==> config.mk <==
export PLATFORM = sky130hd
export DESIGN_NAME = beamformer_sequencer
export DESIGN_NICKNAME = d
export VERILOG_FILES = /design/src/rtl/beamformer_seq_pkg.sv /design/src/rtl/beamformer_sequencer_flag_fall_detect.sv /design/src/rtl/beamformer_sequencer.sv
export SDC_FILE = /design/constraint.sdc
export NUM_CORES = 1
export LEC_CHECK = 0
export BUFFER_PORTS_ARGS = -buffer_cell sky130_fd_sc_hd__buf_2
export CAP_MARGIN = 20
export CELL_PAD_IN_SITES_DETAIL_PLACEMENT = 0
export CELL_PAD_IN_SITES_GLOBAL_PLACEMENT = 2
export CORE_MARGIN = 2
export CORE_UTILIZATION = 34
export CTS_CLUSTER_DIAMETER = 150
export CTS_CLUSTER_SIZE = 12
export DETAILED_ROUTE_END_ITERATION = 6
export PLACE_DENSITY = 0.8
export SLEW_MARGIN = 15
export SYNTH_ARGS = -nofsm -noshare
export SYNTH_HDL_FRONTEND = slang
export SYNTH_SLANG_ARGS = --single-unit
==> constraint.sdc <==
create_clock -name clk -period 3.82 [get_ports clk]
set_input_delay 0.764 -clock clk [delete_from_list [all_inputs] [get_ports clk]]
set_output_delay 0.764 -clock clk [all_outputs]
set_load 0.03 [all_outputs]
==> src/rtl/beamformer_seq_pkg.sv <==
`default_nettype none
// ============================================================================
// Module   : beamformer_seq_pkg
// Purpose  : Shared constants for the beamformer sequencer: default bus
//            widths and the controller state encoding.
// Revision : 1.0 - initial release
// ============================================================================
package beamformer_seq_pkg;

    // Default widths of the beamformer address and sum buses.
    localparam int c_def_addr_w = 11;
    localparam int c_def_data_w = 12;

    // Controller state encoding.
    localparam int c_state_w = 3;
    localparam logic [c_state_w-1:0] c_st_idle       = 3'd0;
    localparam logic [c_state_w-1:0] c_st_load_wait  = 3'd1;
    localparam logic [c_state_w-1:0] c_st_readin     = 3'd2;
    localparam logic [c_state_w-1:0] c_st_drain      = 3'd3;
    localparam logic [c_state_w-1:0] c_st_so_wait    = 3'd4;
    localparam logic [c_state_w-1:0] c_st_so_present = 3'd5;
    localparam logic [c_state_w-1:0] c_st_done       = 3'd6;

endpackage : beamformer_seq_pkg
`default_nettype wire

==> src/rtl/beamformer_sequencer_flag_fall_detect.sv <==
`default_nettype none
// ============================================================================
// Module   : flag_fall_detect
// Purpose  : Registered falling-edge detector. The flag is sampled twice;
//            a fall (previous sample 1, current sample 0) produces a
//            one-cycle pulse, gated by the enable.
// Ports    : clk, rst        - clock, synchronous active-high reset
//            i_en            - qualifies the output pulse
//            i_flag          - asynchronous-to-FSM flag from the beamformer
//            o_fall          - one-cycle fall pulse
// Revision : 1.0 - initial release
// ============================================================================
module flag_fall_detect
    import beamformer_seq_pkg::*;
(
    input  logic clk,
    input  logic rst,
    input  logic i_en,
    input  logic i_flag,
    output logic o_fall
);

    logic r_cur;
    logic r_prev;

    // The sample history keeps running regardless of the enable so that a
    // fall straddling the enable boundary is judged on real history.
    always_ff @(posedge clk) begin
        if (rst) begin
            r_cur  <= 1'b0;
            r_prev <= 1'b0;
        end else begin
            r_cur  <= i_flag;
            r_prev <= r_cur;
        end
    end

    assign o_fall = i_en & r_prev & ~r_cur;

endmodule : flag_fall_detect
`default_nettype wire

==> src/rtl/beamformer_sequencer.sv <==
`default_nettype none
// ============================================================================
// Module   : beamformer_sequencer
// Purpose  : Sequences one capture of the delay-and-sum BRAM beamformer:
//            settle wait, sample read-in with write-pointer tracking from
//            usedataflag falls, a drain window, then sum read-out streamed
//            over a valid/ready interface.
// Ports    : clk, rst                 - clock, synchronous active-high reset
//            start / busy / done      - capture request and status
//            bf_*                     - beamformer control and data
//            out_data/valid/ready     - read-out stream
//            sum_count                - sums recorded in this/last capture
// Revision : 1.0 - initial release
// ============================================================================
module beamformer_sequencer
    import beamformer_seq_pkg::*;
#(
    parameter int ADDR_W       = c_def_addr_w,
    parameter int DATA_W       = c_def_data_w,
    parameter int NUM_SAMPLES  = 300,
    parameter int LOAD_DELAY   = 10,
    parameter int DRAIN_CYCLES = 8,
    parameter int READ_LATENCY = 1
) (
    input  logic              clk,
    input  logic              rst,
    input  logic              start,
    output logic              busy,
    output logic              done,
    output logic [ADDR_W-1:0] bf_readin_address,
    output logic [ADDR_W-1:0] bf_sumout_address,
    output logic              bf_startbeamformer,
    output logic              bf_readinen,
    output logic              bf_sumouten,
    input  logic [DATA_W-1:0] bf_output_value,
    input  logic              bf_usedataflag,
    output logic [DATA_W-1:0] out_data,
    output logic              out_valid,
    input  logic              out_ready,
    output logic [ADDR_W:0]   sum_count
);

    localparam int c_tmr_w = 16;
    localparam logic [c_tmr_w-1:0] c_load_last  = c_tmr_w'(LOAD_DELAY - 1);
    localparam logic [c_tmr_w-1:0] c_drain_last = c_tmr_w'(DRAIN_CYCLES - 1);
    localparam logic [c_tmr_w-1:0] c_lat_last   = c_tmr_w'(READ_LATENCY - 1);
    localparam logic [ADDR_W-1:0]  c_last_rd    = ADDR_W'(NUM_SAMPLES - 1);
    localparam logic [ADDR_W:0]    c_cnt_max    = (ADDR_W+1)'(2 ** ADDR_W);
    localparam logic [ADDR_W:0]    c_cnt_one    = (ADDR_W+1)'(1);
    localparam logic [ADDR_W-1:0]  c_addr_one   = ADDR_W'(1);
    localparam logic [c_tmr_w-1:0] c_tmr_one    = c_tmr_w'(1);

    logic [c_state_w-1:0] r_state;
    logic [c_tmr_w-1:0]   r_timer;
    logic [ADDR_W-1:0]    r_readin_addr;
    logic [ADDR_W-1:0]    r_sumout_addr;
    logic [ADDR_W:0]      r_sum_count;
    logic [DATA_W-1:0]    r_out_data;
    logic                 r_out_valid;
    logic                 r_busy;
    logic                 r_done;
    logic                 r_startbf;
    logic                 r_readinen;
    logic                 r_sumouten;

    logic w_track_en;
    logic w_fall;
    logic w_cnt_inc;
    logic w_have_sums;
    logic w_last_word;

    // Write-pointer tracking is only meaningful while samples are flowing.
    assign w_track_en = (r_state == c_st_readin) || (r_state == c_st_drain);

    flag_fall_detect u_fall_detect (
        .clk    (clk),
        .rst    (rst),
        .i_en   (w_track_en),
        .i_flag (bf_usedataflag),
        .o_fall (w_fall)
    );

    assign w_cnt_inc   = w_fall && (r_sum_count != c_cnt_max);
    // A fall landing in the very last drain cycle still counts toward the
    // decision whether there is anything to read out.
    assign w_have_sums = (r_sum_count != '0) || w_cnt_inc;
    assign w_last_word = ({1'b0, r_sumout_addr} == (r_sum_count - c_cnt_one));

    always_ff @(posedge clk) begin
        if (rst) begin
            r_state       <= c_st_idle;
            r_timer       <= '0;
            r_readin_addr <= '0;
            r_sumout_addr <= '0;
            r_sum_count   <= '0;
            r_out_data    <= '0;
            r_out_valid   <= 1'b0;
            r_busy        <= 1'b0;
            r_done        <= 1'b0;
            r_startbf     <= 1'b0;
            r_readinen    <= 1'b1;
            r_sumouten    <= 1'b0;
        end else begin
            // Sum tracking; the address saturates at its top value instead of
            // wrapping, the count saturates at 2^ADDR_W. Transitions below may
            // override the address.
            if (w_cnt_inc) begin
                r_sum_count <= r_sum_count + c_cnt_one;
                if (r_sumout_addr != '1) begin
                    r_sumout_addr <= r_sumout_addr + c_addr_one;
                end
            end

            case (r_state)
                c_st_idle: begin
                    if (start) begin
                        r_state       <= c_st_load_wait;
                        r_timer       <= '0;
                        r_sum_count   <= '0;
                        r_sumout_addr <= '0;
                        r_busy        <= 1'b1;
                    end
                end
                c_st_load_wait: begin
                    if (r_timer == c_load_last) begin
                        r_state       <= c_st_readin;
                        r_readin_addr <= '0;
                        r_startbf     <= 1'b1;
                        r_readinen    <= 1'b1;
                    end else begin
                        r_timer <= r_timer + c_tmr_one;
                    end
                end
                c_st_readin: begin
                    if (r_readin_addr == c_last_rd) begin
                        r_state <= c_st_drain;
                        r_timer <= '0;
                    end else begin
                        r_readin_addr <= r_readin_addr + c_addr_one;
                    end
                end
                c_st_drain: begin
                    if (r_timer == c_drain_last) begin
                        r_timer   <= '0;
                        r_startbf <= 1'b0;
                        if (w_have_sums) begin
                            r_state       <= c_st_so_wait;
                            r_readinen    <= 1'b0;
                            r_sumouten    <= 1'b1;
                            r_sumout_addr <= '0;
                        end else begin
                            r_state <= c_st_done;
                            r_done  <= 1'b1;
                        end
                    end else begin
                        r_timer <= r_timer + c_tmr_one;
                    end
                end
                c_st_so_wait: begin
                    if (r_timer == c_lat_last) begin
                        r_state     <= c_st_so_present;
                        r_out_data  <= bf_output_value;
                        r_out_valid <= 1'b1;
                    end else begin
                        r_timer <= r_timer + c_tmr_one;
                    end
                end
                c_st_so_present: begin
                    if (out_ready) begin
                        r_out_valid <= 1'b0;
                        if (w_last_word) begin
                            r_state    <= c_st_done;
                            r_done     <= 1'b1;
                            r_sumouten <= 1'b0;
                            r_readinen <= 1'b1;
                        end else begin
                            r_state       <= c_st_so_wait;
                            r_timer       <= '0;
                            r_sumout_addr <= r_sumout_addr + c_addr_one;
                        end
                    end
                end
                c_st_done: begin
                    r_state <= c_st_idle;
                    r_done  <= 1'b0;
                    r_busy  <= 1'b0;
                end
                default: begin
                    r_state     <= c_st_idle;
                    r_done      <= 1'b0;
                    r_busy      <= 1'b0;
                    r_out_valid <= 1'b0;
                    r_startbf   <= 1'b0;
                    r_sumouten  <= 1'b0;
                    r_readinen  <= 1'b1;
                end
            endcase
        end
    end

    assign busy               = r_busy;
    assign done               = r_done;
    assign bf_readin_address  = r_readin_addr;
    assign bf_sumout_address  = r_sumout_addr;
    assign bf_startbeamformer = r_startbf;
    assign bf_readinen        = r_readinen;
    assign bf_sumouten        = r_sumouten;
    assign out_data           = r_out_data;
    assign out_valid          = r_out_valid;
    assign sum_count          = r_sum_count;

endmodule : beamformer_sequencer
`default_nettype wire

==> metrics.cfg, run 1 <==
[placement]
gp_congestion=0.813
post-dp-hpwl_mm=7.99
io_buffers=68
dp_slack_ps=715

[synth]
synth_fp_nets=526
avgSynthCellArea_um2=8.36
synth_flop_cell=dfxtp_1
synth_edf_count=0
syn_inst=501
ys_seq_elements=73
async_flop_share_pct=0
ys_seq_area_share_pct=34.9
synth_area_um2=4190
ys_warn_count=0
ys_types=74

[power]
power.leakage_nw=1.95
power.density_nw_per_um2=503
irDropWorstVdd_mv=0.253

[clocking]
cts.repair.resized=0
clk-insertion-delay-late_ps=340
postCtsSetupRepairBufs=0
cts_root_buffer=clkbuf_16
cts_hold_buffers=0
tritoncts=done
cts.clk_slew.worst_paths_ps=60
h-tree-depth=3
cts_inserted_buffers=9
cts_buffer_depth=2
clock-sinks=73

[finish]
nets=578
synthToLayoutAreaGrowth_pct=17.0
diodes=0
drive_above_1_share_pct=20.1

[drt]
drt-total-wl_mm=10.9
dr.first_iter.drc_count=242
antenna_left=0
routedWlPerCell_um=15.4
viasPerCell=5.39
drcViolationCount=0
firstDrtPassIters=4
vias=3799

[setup_path]
regToRegEndpoint=r_timer[1]$_SDFFE_PP0P_
slowest_stage=dfxtp_1
path_cells=inv_1 > ha_1 > nor3b_4 > nand3_1 > xor2_1 > o311ai_4 > nand3_1 > o21ai_4 > buf_4 > mux2i_1 > nor2_1
critical_path.top_delay_family=simple AND/OR/NAND/NOR gates
cpMostUsedCell=nand3_1
cp.required_ps=4020
crit_fanout=14
rrSetupSlack_ps=690
cp-end-kind=flop
arrival_ps=3330
cpPeakStageDelay_ps=420
reg2reg_from=sum_count[0]$_SDFF_PP0_
critPathKind=flop to flop
cp-start-kind=flop
reg2regPathDepth=11
endpoint=r_timer[1]$_SDFFE_PP0P_
cp_num_cells=11
crit_path_start=sum_count[0]$_SDFF_PP0_
crit_buf_inv=2

[global_route]
grt_pass1_vias=3471
grt_use_total_pct=16.8
grt-ovfl-total=0
grt_max_degree=30
grt_pass1_wl_mm=17.8
antenna_found_initial=0

[die]
die_w_um=115
start_util_pct=34.9
io_pins=69
die_area_um2=13200
die_y_um=115
coreArea_um2=12000
rows=40

[run_status]
outcome=finished clean

[sta]
hold_viol_final=0
layout_min_cycle_time_ps=3130
skew_ps=4.94
rsz0062_at_grt=false
fin_crit_sh_pct=82.0
worst_pin_slew_ps=781
fmaxAchievable_mhz=319
setup_tns_ps=0
final.setup.worst_slack_ps=689
setup_viol=0
slew_headroom_pct=47.6
maxSlewViolCount=0

[flow_run]
maxCapViolations=0

[min_path]
hold_class=flop to flop

stage by stage:
step,hold WS [ps],std cells,instance area [um2],util (%),power (mW)
6_report,474,705,4900,40.8,2.46
5_1_grt,491,705,4900,40.8,2.61
4_1_cts,478,705,4900,40.8,2.49
3_5_place_dp,466,689,4560,37.9,1.51
3_3_place_gp,455,689,4560,37.9,1.50
2_1_floorplan,439,501,4190,-,1.41
worst min path at each step:
stage,slack [ps],endpoint,depth (start not counted),from
3_5_place_dp,470,u_fall_detect.r_prev$_SDFF_PP0_,1,u_fall_detect.r_cur$_SDFF_PP0_
2_1_floorplan,440,u_fall_detect.r_prev$_SDFF_PP0_,1,u_fall_detect.r_cur$_SDFF_PP0_
6_report,470,u_fall_detect.r_prev$_SDFF_PP0_,1,u_fall_detect.r_cur$_SDFF_PP0_
3_3_place_gp,450,u_fall_detect.r_prev$_SDFF_PP0_,1,u_fall_detect.r_cur$_SDFF_PP0_
5_1_grt,490,u_fall_detect.r_prev$_SDFF_PP0_,1,u_fall_detect.r_cur$_SDFF_PP0_
4_1_cts,480,u_fall_detect.r_prev$_SDFF_PP0_,1,u_fall_detect.r_cur$_SDFF_PP0_
sequential cells by signal (all words and copies together) (netlist names), 3 cells and up:
signal / cells
r_timer: 16
out_data: 12
sum_count: 12
bf_readin_address: 11
bf_sumout_address: 11
r_state: 3
cell type report:
cell class | instances | area, um2
timing repair buffer | 72 | 370
fill | 1243 | 7110
multi-input combinational | 382 | 2480
tap | 147 | 184
inverter | 15 | 56.3
clock buffer | 9 | 225
clock inverter | 7 | 118
sequential | 73 | 1460
report_power, final:
| part | leakage, nW | switching, mW | internal [mW] | total [mW] |
|---|---|---|---|---|
| Combinational | 1.19 | 0.409 | 0.210 | 0.619 |
| Clock | 0.170 | 0.337 | 0.639 | 0.975 |
| Sequential | 0.590 | 0.0682 | 0.802 | 0.870 |
worst register-to-register path: stages (launching register included):
cell	delay [ps]
dfxtp_1	420
inv_1	130
ha_1	250
nor3b_4	420
nand3_1	150
xor2_1	200
o311ai_4	280
nand3_1	230
o21ai_4	390
buf_4	270
mux2i_1	210
nor2_1	50
synthesized netlist by cell type (5+ instances only):
library cell	count	share of area, %
nor3_1	8	0.96
or3_1	8	1.2
nand4_1	10	1.5
or4_1	12	2.2
xor2_1	22	4.6
nor2b_1	7	1.0
buf_2	9	1.1
ha_1	8	2.4
o21ai_0	14	1.7
nor2_1	62	5.6
clkbuf_1	13	1.2
and3_1	12	1.8
o211ai_1	8	1.4
nand2_1	45	4.0
inv_1	15	1.3
buf_6	5	1.3
o31ai_1	16	2.9
dfxtp_1	73	35
a31oi_1	5	0.75
mux2i_1	14	3.3
nand3_1	15	1.8
xnor2_1	11	2.3
a21oi_1	34	4.1
kinds of logic (layout without fill, tap and decap cells):
| family | Yosys count | count (layout) | share of synthesized area (%) |
|---|---|---|---|
| buffers and inverters | 46 | 103 | 5.77 |
| adders and majority gates | 8 | 8 | 2.39 |
| AOI/OAI and AO/OA | 114 | 114 | 18.9 |
| DFF | 73 | 73 | 34.9 |
| xor gates and xnor gates | 33 | 33 | 6.90 |
| muxes | 14 | 14 | 3.35 |
| and+or+nand+nor | 213 | 213 | 27.7 |
cell usage in the layout, fill, tap and decap left out, types with 5 or more instances in the layout:
master,instances
o31ai_1,16
nor2_1,62
dfxtp_1,73
mux2i_1,14
or3_1,8
or4_1,12
xor2_1,22
buf_2,68
inv_1,15
and3_1,12
a21oi_1,34
nand2_1,45
nand3_1,15
nor3_1,8
clkbuf_16,9
ha_1,8
o21ai_0,14
xnor2_1,11
o211ai_1,8
nand4_1,10
a31oi_1,5
nor2b_1,7
layer usage:
metal / routed length [um] / part of all wire (%) / up-vias / global-route usage [%]
li1: - / - / 1911 / -
met1: 5000 / 46 / 1813 / 21.7
met2: 5350 / 49 / 68 / 28.2
met3: 433 / 4.0 / 7 / 4.22
met4: 104 / 0.96 / 0 / 4.34
met5: 0 / 0 / - / 0
(Power assumes the default switching activity.)
==> inputs of run 2 (changes only) <==
--- a/config.mk
+++ b/config.mk
@@ -10,11 +10,11 @@
 export CELL_PAD_IN_SITES_DETAIL_PLACEMENT = 0
 export CELL_PAD_IN_SITES_GLOBAL_PLACEMENT = 2
 export CORE_MARGIN = 2
-export CORE_UTILIZATION = 34
+export CORE_UTILIZATION = 30
 export CTS_CLUSTER_DIAMETER = 150
 export CTS_CLUSTER_SIZE = 12
 export DETAILED_ROUTE_END_ITERATION = 6
-export PLACE_DENSITY = 0.8
+export PLACE_DENSITY = 0.74
 export SLEW_MARGIN = 15
 export SYNTH_ARGS = -nofsm -noshare
 export SYNTH_HDL_FRONTEND = slang
==> constraint.sdc (replaced) <==
create_clock -name clk -period 2.6 [get_ports clk]
set_input_delay 0.52 -clock clk [delete_from_list [all_inputs] [get_ports clk]]
set_output_delay 0.52 -clock clk [all_outputs]
set_load 0.03 [all_outputs]
==> metrics.cfg, run 2 (synthesized netlist as in run 1, its figures left out) <==
[run_status]
outcome=finished clean

[die]
die_y_um=122  ; +6.2%
coreArea_um2=13800  ; +15%
start_util_pct=30.4  ; -4.5 points
io_pins=69  ; unchanged
die_w_um=122  ; +6.2%
rows=43  ; +7.5%
die_area_um2=14900  ; +13%

[setup_path]
critPathKind=flop to flop
cp-start-kind=flop
cp-end-kind=flop
crit_buf_inv=3  ; +1
arrival_ps=2820  ; -510 ps
cpPeakStageDelay_ps=440  ; +20 ps
cp.required_ps=2840  ; -1180 ps
critical_path.top_delay_family=simple AND/OR/NAND/NOR gates
cpMostUsedCell=nand3_4
rrSetupSlack_ps=20  ; -670 ps
path_cells=inv_4 > ha_4 > nor3b_4 > buf_6 > xor2_1 > or4_4 > nand3_4 > nand3_4 > o21ai_4 > clkbuf_16 > mux2i_1 > nor2_1
crit_fanout=10  ; -4
slowest_stage=or4_4

[flow_run]
maxCapViolations=0  ; unchanged

[global_route]
grt_pass1_vias=3870  ; +11%
grt_pass1_wl_mm=19.1  ; +7.3%
grt_use_total_pct=16.2  ; -0.66 points
grt_max_degree=22  ; -27%
antenna_found_initial=0  ; unchanged
grt-ovfl-total=0  ; unchanged

[finish]
final_cell_mix=68 x buf_2, 66 x dfxtp_1, 63 x buf_4, 61 x nor2_1, 45 x nand2_1
nets=642  ; +11%
filler_cell_count=1452  ; +17%
multi_input_area_um2=2630  ; +6.0%
synthToLayoutAreaGrowth_pct=34.1
seq_area_um2=1470  ; +0.77%
fin_cells=802  ; +14%
final_area_um2=5610  ; +15%
largest_reg_flops=16  ; unchanged
diodes=0  ; unchanged
largest-register=r_timer
final_common_cell=buf_2
drive_above_1_share_pct=33.4  ; +13 points

[placement]
dp_slack_ps=-65.9  ; -781 ps
post-dp-hpwl_mm=8.55  ; +7.0%
dpl_cell_area_um2=4990  ; +9.6%
io_buffers=68  ; unchanged
dpl.cell_count=768  ; +11%
gp_congestion=0.804  ; -1.2%

[min_path]
hold_class=primary input to flop

[sta]
final.setup.worst_slack_ps=18.1  ; -671 ps
hold_viol_final=0  ; unchanged
fmaxAchievable_mhz=387  ; +21%
skew_ps=4.65  ; -0.283 ps
maxSlewViolCount=0  ; unchanged
rsz0062_at_grt=true
slew_headroom_pct=51.2  ; +3.6 points
worst_pin_slew_ps=728  ; -53.1 ps
layout_min_cycle_time_ps=2580  ; -549 ps
setup_tns_ps=0  ; unchanged
setup_viol=0  ; unchanged
fin_crit_sh_pct=99.3  ; +17 points

[drt]
routedWlPerCell_um=14.7  ; -4.8%
viasPerCell=5.12  ; -5.0%
drcViolationCount=0  ; unchanged
dr.first_iter.drc_count=210  ; -13%
antenna_left=0  ; unchanged
firstDrtPassIters=4  ; unchanged
drt-total-wl_mm=11.8  ; +8.3%
vias=4107  ; +8.1%

[clocking]
clk-insertion-delay-late_ps=340  ; about the same
cts_buffer_depth=2  ; unchanged
h-tree-depth=3  ; unchanged
tritoncts=done
cts_inserted_buffers=9  ; unchanged
clock-sinks=73  ; unchanged
cts_root_buffer=clkbuf_16
cts.clk_slew.worst_paths_ps=60  ; about the same

[power]
irDropWorstVdd_mv=0.339  ; +34%
power.leakage_nw=2.30  ; +18%
fin_total_pwr_mw=3.89  ; +58%
power.density_nw_per_um2=693  ; +38%

[run 2: changes by cell type in the layout (fill, tap and decap cells not counted), sizes merged]
| cell | before | now |
|---|---|---|
| buf | 72 | 134 |
| bufinv | 3 | 1 |
| clkbuf | 9 | 13 |
[run 2: per-stage QoR]
step / hold slack [ps] / utilization (%)
final: 385 / 40.8
after global routing: 391 / 40.8
after CTS: 370 / 38.7
after detailed placement: 465 / 36.3
after global placement: 452 / 36.3
after floorplan: 439 / -
[run 2: timing repair]
action,4_1_cts,5_1_grt
resized for setup,5,27
cloned,0,2
endpoints found under the setup margin,19,29
endpoints found under the hold margin,0,0
setup buffers,0,16
hold buffers,0,0
pin swaps,1,18
[run 2: worst register-to-register path, delay by kind of cell (launching register included)]
family | cells | cell delay, ps
flops | 1 | 330
fa+ha+maj | 1 | 140
simple gates | 5 | 940
compound gates | 1 | 340
mux | 1 | 180
buf+inv | 3 | 470
xor+xnor | 1 | 70
[run 2: metal layers]
metal  vias up  part of all wire, %  global-route usage (%)
li1       2044                    -                       -
met1      1974                   46                    20.9
met2        73                   49                    26.2
met3        16                  2.8                    2.67
met4         0                  2.3                    7.83
met5         -                    0                       0
[run 2: where the power goes]
group          leakage [nW]  internal [mW]  switching (mW)  total, mW
Combinational          1.55          0.593           0.747       1.34
Clock                 0.155          0.807           0.514       1.32
Sequential            0.593           1.18          0.0506       1.23
[run 2: cell type report]
class	instances	share of cell area, %
Timing Repair Buffer	136	16.1
Sequential cell	73	26.2
Multi-Input combinational cell	382	46.9
Clock buffer	11	4.52
Tap cell	180	4.01
Inverter	15	1.09
Clock inverter	5	1.09
[run 2: final timing paths]
check,endpoint,cells past startpoint,startpoint
max,r_timer[1]$_SDFFE_PP0P_,12,sum_count[1]$_SDFF_PP0_
min,u_fall_detect.r_cur$_SDFF_PP0_,2,bf_usedataflag
max reg2reg,r_timer[1]$_SDFFE_PP0P_,12,sum_count[1]$_SDFF_PP0_
min reg2reg,u_fall_detect.r_prev$_SDFF_PP0_,1,u_fall_detect.r_cur$_SDFF_PP0_
